==> src/rtl/time_set_ctrl.sv <==
// Run/set sequencer for the HH:MM:SS BCD counter chain of the alarm clock.
// Define TIME_SET_DEC_EN to let btn_dec decrement the selected digit.
module time_set_ctrl (
  input  logic        clk,
  input  logic        rst,
  input  logic        tick,
  input  logic        btn_mode,
  input  logic        btn_inc,
  input  logic        btn_dec,
  input  logic [23:0] cur_time,
  output logic [5:0]  cnt_en,
  output logic        load_en,
  output logic [23:0] load_num,
  output logic        setting,
  output logic [3:0]  edit_sel
);

  typedef enum logic [2:0] {RUN, SET_H1, SET_H0, SET_M1, SET_M0, COMMIT} state_e;

  state_e      state_q, state_d;
  logic        tick_q;
  logic [3:0]  shH1_q, shH0_q, shM1_q, shM0_q;
  logic [3:0]  shH1_d, shH0_d, shM1_d, shM0_d;
  logic [5:0]  cntEn_q, cntEn_d;
  logic        loadEn_q, loadEn_d;
  logic [23:0] loadNum_q, loadNum_d;
  logic        setting_q, setting_d;
  logic [3:0]  editSel_q, editSel_d;

  logic        incEv, decEv;
  logic [3:0]  nextH1, h0Lim;
  logic        s0Max, s1Max, m0Max, m1Max, h0Max, midnight;

`ifdef TIME_SET_DEC_EN
  assign incEv = btn_inc & ~btn_dec;
  assign decEv = btn_dec & ~btn_inc;
`else
  logic unused_dec;
  assign incEv      = btn_inc;
  assign decEv      = 1'b0;
  assign unused_dec = btn_dec;
`endif

  // Wrap-around step of one BCD digit within 0..lim.
  function automatic logic [3:0] stepDigit(input logic [3:0] d, input logic [3:0] lim,
                                           input logic up, input logic down);
    stepDigit = d;
    if (up)
      stepDigit = (d >= lim) ? 4'd0 : d + 4'd1;
    else if (down)
      stepDigit = (d == 4'd0 || d > lim) ? lim : d - 4'd1;
  endfunction

  assign s0Max    = cur_time[3:0]   == 4'd9;
  assign s1Max    = cur_time[7:4]   == 4'd5;
  assign m0Max    = cur_time[11:8]  == 4'd9;
  assign m1Max    = cur_time[15:12] == 4'd5;
  assign h0Max    = cur_time[19:16] == 4'd9;
  assign midnight = cur_time == 24'h235959;
  assign h0Lim    = (shH1_q == 4'd2) ? 4'd3 : 4'd9;
  assign nextH1   = stepDigit(shH1_q, 4'd2, incEv, decEv);

  always_comb begin
    state_d   = state_q;
    shH1_d    = shH1_q;
    shH0_d    = shH0_q;
    shM1_d    = shM1_q;
    shM0_d    = shM0_q;
    cntEn_d   = '0;
    loadEn_d  = 1'b0;
    loadNum_d = loadNum_q;
    setting_d = 1'b0;
    editSel_d = '0;

    case (state_q)
      RUN: begin
        if (btn_mode) begin
          state_d = SET_H1;
          {shH1_d, shH0_d, shM1_d, shM0_d} = cur_time[23:8];
        end
      end
      SET_H1: begin
        if (btn_mode) begin
          state_d = SET_H0;
        end else begin
          shH1_d = nextH1;
          if (nextH1 == 4'd2 && shH0_q > 4'd3) shH0_d = 4'd3;
        end
      end
      SET_H0: begin
        if (btn_mode) state_d = SET_M1;
        else          shH0_d  = stepDigit(shH0_q, h0Lim, incEv, decEv);
      end
      SET_M1: begin
        if (btn_mode) state_d = SET_M0;
        else          shM1_d  = stepDigit(shM1_q, 4'd5, incEv, decEv);
      end
      SET_M0: begin
        if (btn_mode) state_d = COMMIT;
        else          shM0_d  = stepDigit(shM0_q, 4'd9, incEv, decEv);
      end
      COMMIT:  state_d = RUN;
      default: state_d = RUN;
    endcase

    // Tick pipeline: the registered tick is turned into per-digit carries.
    if (state_q == RUN && tick_q) begin
      if (midnight) begin
        cntEn_d   = 6'h3F;
        loadEn_d  = 1'b1;
        loadNum_d = '0;
      end else begin
        cntEn_d = {s0Max & s1Max & m0Max & m1Max & h0Max,
                   s0Max & s1Max & m0Max & m1Max,
                   s0Max & s1Max & m0Max,
                   s0Max & s1Max,
                   s0Max,
                   1'b1};
      end
    end

    if (state_d == COMMIT) begin
      cntEn_d   = 6'h3F;
      loadEn_d  = 1'b1;
      loadNum_d = {shH1_d, shH0_d, shM1_d, shM0_d, 8'h00};
    end

    case (state_d)
      SET_H1:  begin setting_d = 1'b1; editSel_d = 4'b1000; end
      SET_H0:  begin setting_d = 1'b1; editSel_d = 4'b0100; end
      SET_M1:  begin setting_d = 1'b1; editSel_d = 4'b0010; end
      SET_M0:  begin setting_d = 1'b1; editSel_d = 4'b0001; end
      default: begin setting_d = 1'b0; editSel_d = 4'b0000; end
    endcase
  end

  always_ff @(posedge clk) begin
    if (rst) begin
      state_q   <= RUN;
      tick_q    <= 1'b0;
      shH1_q    <= '0;
      shH0_q    <= '0;
      shM1_q    <= '0;
      shM0_q    <= '0;
      cntEn_q   <= '0;
      loadEn_q  <= 1'b0;
      loadNum_q <= '0;
      setting_q <= 1'b0;
      editSel_q <= '0;
    end else begin
      state_q   <= state_d;
      tick_q    <= tick;
      shH1_q    <= shH1_d;
      shH0_q    <= shH0_d;
      shM1_q    <= shM1_d;
      shM0_q    <= shM0_d;
      cntEn_q   <= cntEn_d;
      loadEn_q  <= loadEn_d;
      loadNum_q <= loadNum_d;
      setting_q <= setting_d;
      editSel_q <= editSel_d;
    end
  end

  assign cnt_en   = cntEn_q;
  assign load_en  = loadEn_q;
  assign load_num = loadNum_q;
  assign setting  = setting_q;
  assign edit_sel = editSel_q;

endmodule

==> config.mk <==
export PLATFORM = sky130hd
export DESIGN_NAME = time_set_ctrl
export DESIGN_NICKNAME = d
export VERILOG_FILES = /design/src/rtl/time_set_ctrl.sv
export SDC_FILE = /design/constraint.sdc
export NUM_CORES = 1
export LEC_CHECK = 0
export CORE_MARGIN = 2
export CORE_UTILIZATION = 50
export DETAILED_ROUTE_END_ITERATION = 7
export GPL_TIMING_DRIVEN = 0
export PLACE_DENSITY = 0.8
export SYNTH_ARGS = -nofsm -noshare
export SYNTH_HDL_FRONTEND = slang
export SYNTH_SLANG_ARGS = --single-unit
export TNS_END_PERCENT = 1
==> constraint.sdc <==
create_clock -name clk -period 3 [get_ports clk]
set_input_delay 0.45 -clock clk [delete_from_list [all_inputs] [get_ports clk]]
set_output_delay 0.45 -clock clk [all_outputs]
set_load 0.02 [all_outputs]
==> results.tsv <==
metric	value	unit
Worst Path Required	3.21	ns
synth top area cells	dfxtp_1, ha_1, nor2_1	
post-synthesis cell area	2800	sq um
CP max FO	7	
Post-CTS Hold Fix Bufs	0	
Reg2Reg Depth	8	
Yosys cell types	71	
initial antenna violation count	0	
RePlAce Congestion	0.880	
# rows	27	
Yosys top cell area share	34.3	%
All-Layer GR Usage	25.0	%
# Max-Cap Violations	0	
WHS Path Cells	1	
Yosys reg bits	48	
Core Area	5470	sq um
sequential element share of the synthesized area	34.3	%
first-pass GRT wire length	12300	um
Max clock buf depth	2	
Rel. slew slack	61.9	%
Die Ht	78.8	um
Multi-input gate area	1610	sq um
Clock Skew	0.00816	ns
syn avg cell area	8.97	sq um
largest family of logic cells by synthesized area	compound AO/OA/AOI/OAI gates	
I/O Buffers	56	
H-tree levels	2	
DRC violations left	0	
endpoints failing hold	0	
Post-Syn Instances	312	
Initial Utilization	51.1	%
crit path kind	reg2reg	
Hold Path Origin	load_num[19]	
Max Freq	440	MHz
maximum VDD drop	0.000286	V
leading area contributor after synthesis	dfxtp_1	
EDFF count, synth	0	
fin nets	423	
Cell Pwr Density	458	nW/um^2
CTS root buffer	clkbuf_8	
FILL cells	497	
Compound-Gate Fraction of Synth Area	26.3	%
DR vias	2662	
Hold Crit Endpoint	load_num[19]	
Synth Area in XOR/XNOR	0.939	%
vias in the first global route	2526	
die width	78.8	um
Final Cycle Share	75.8	%
Leakage	0.00145	uW
total negative slack	0	ns
number of setup buffers added after CTS	0	
outcome	completed	
r2r startpoint	shH1_q[1]	
crit start category	register	
FF+latch area	961	sq um
drt via density	5.85	
layout cells sized above 1	14.6	%
post-CTS sizing	0	
CTS tree	built	
R2R Setup Slk	0.73	ns
Antenna Nets Post-Route	0	
largest net degree at the start of global routing	15	
Initial DRT Pass Iterations	5	
RSZ-0062 raised after global routing	false	
routed wire length	7450	um
adder-cell area share of the yosys netlist	4.92	%
multiplexer area fraction after synthesis	1.83	%
Synth async-reset ratio	0	%
worst hold path class	reg2reg	
Slew @ Worst Pin	0.568	ns
Synth warnings	0	
per-cell routed wire length	16.4	um
die area	6210	sq um
I/O Pins	66	
Synth Flop Type	dfxtp_1	
worst skew pair latency	0.31	ns
gr ovfl total	0	
Post-Synth Simple-Gate Area	22.5	%
data arrival time of the critical path	2.48	ns
final setup fails	0	
P&R area growth vs syn	28.0	%
CTS clk-pin slew, worst paths	0.09	ns
Detailed Place HPWL	5530	um
CTS buffer count	5	
max-slew violations	0	
clk sinks	48	
Setup crit end kind	register	
initial DRC count	303	
fin crit period	2.27	ns
n_diodes	0	
worst r2r dst	shH0_q[2]	
Min Hold Slack	0.469	ns
## power breakdown
part           total, uW  leakage (uW)  internal (uW)  switching [uW]
Clock                467     0.0000552            248             219
Combinational        458       0.00101            204             254
Sequential           717      0.000391            675            42.5
## per-stage QoR
step / total power [uW] / area (sq um) / utilization, % / setup WS, ns / instances
finish: 1640 / 3580 / 65.5 / 0.725 / 455
global route: 1710 / 3580 / 65.5 / 0.516 / 455
CTS: 1640 / 3580 / 65.5 / 0.707 / 455
detailed placement: 1180 / 3480 / 63.5 / 0.592 / 447
global placement: 1170 / 3480 / 63.5 / 0.612 / 447
floorplan: 1040 / 2830 / - / 0.946 / 319
## cells in the final DEF (no fill, tap or decap), drive strengths merged, types with 6 or more instances in the layout
| cell | n |
|---|---|
| clkdlybuf4s50 | 56 |
| dfxtp | 48 |
| nor2 | 30 |
| buf | 25 |
| inv | 19 |
| a21oi | 17 |
| nand2 | 13 |
| o21ai | 12 |
| ha | 11 |
| o2bb2ai | 9 |
| clkbuf | 9 |
| conb | 8 |
| nand3 | 8 |
| nor2b | 8 |
| nor3 | 7 |
| a31oi | 6 |
| a22o | 6 |
## state kept, by name, indices dropped and copies added, names as in the netlist
| signal | cells |
|---|---|
| tick_q | 1 |
| shH0_q | 4 |
| edit_sel | 4 |
| state_q | 3 |
| load_num | 16 |
| shM1_q | 4 |
| load_en | 1 |
| cnt_en | 6 |
| setting | 1 |
| shH1_q | 4 |
| shM0_q | 4 |
## synth_stat cells (all sizes together), types with 5 or more instances
library cell	number
dfxtp	48
nor2	30
buf	25
inv	19
a21oi	17
nand2	13
o21ai	12
ha	11
o2bb2ai	9
nand3	8
nor2b	8
nor3	7
a22o	6
a31oi	6
a211oi	5
nand2b	5
## layout make-up
class	count	share of cell area [%]
clock inverters	2	0.978
clock buffers	6	2.03
multi-input cells	224	45.0
inverters	19	1.99
plain buffers	28	5.03
repair buffers	56	15.6
well taps	72	2.51
flip-flops and latches	48	26.8
## critical path: stages, from the launching register on
cell and delay [ns]:
dfxtp_1 0.47, ha_1 0.23, nand2_1 0.09, ha_1 0.28, a211o_1 0.31, a21oi_2 0.17, and3_1 0.22, a211oi_1 0.09
a2111oi_2 0.33
## worst max path at each step
| stage | start | end | slack (ns) | cells past startpoint |
|---|---|---|---|---|
| after floorplan | shH1_q[1] | shH0_q[2] | 0.95 | 8 |
| after global placement | btn_mode | shM0_q[3] | 0.61 | 6 |
| after detailed placement | btn_mode | shM0_q[3] | 0.59 | 6 |
| after CTS | shH1_q[1] | shH0_q[2] | 0.71 | 8 |
| after global routing | shH1_q[1] | shH0_q[2] | 0.52 | 8 |
| final | shH1_q[1] | shH0_q[2] | 0.73 | 8 |
## routing by layer
| metal | up-vias | GRT usage [%] | part of all wire [%] |
|---|---|---|---|
| li1 | 1262 | - | - |
| met1 | 1248 | 33.3 | 43 |
| met2 | 133 | 41.0 | 46 |
| met3 | 19 | 4.77 | 8.1 |
| met4 | 0 | 7.76 | 2.6 |
| met5 | - | 0 | 0 |
## cells by family (layout without fill, tap and decap cells)
group,count (synthesis),after routing
and+or+nand+nor,104,104
adders and majority gates,11,11
AOI/OAI and AO/OA,93,93
buffers and inverters,47,111
other,1,8
muxes,5,5
xor gates and xnor gates,3,3
DFF,48,48
No activity file was read; power rests on OpenSTA's default activity.
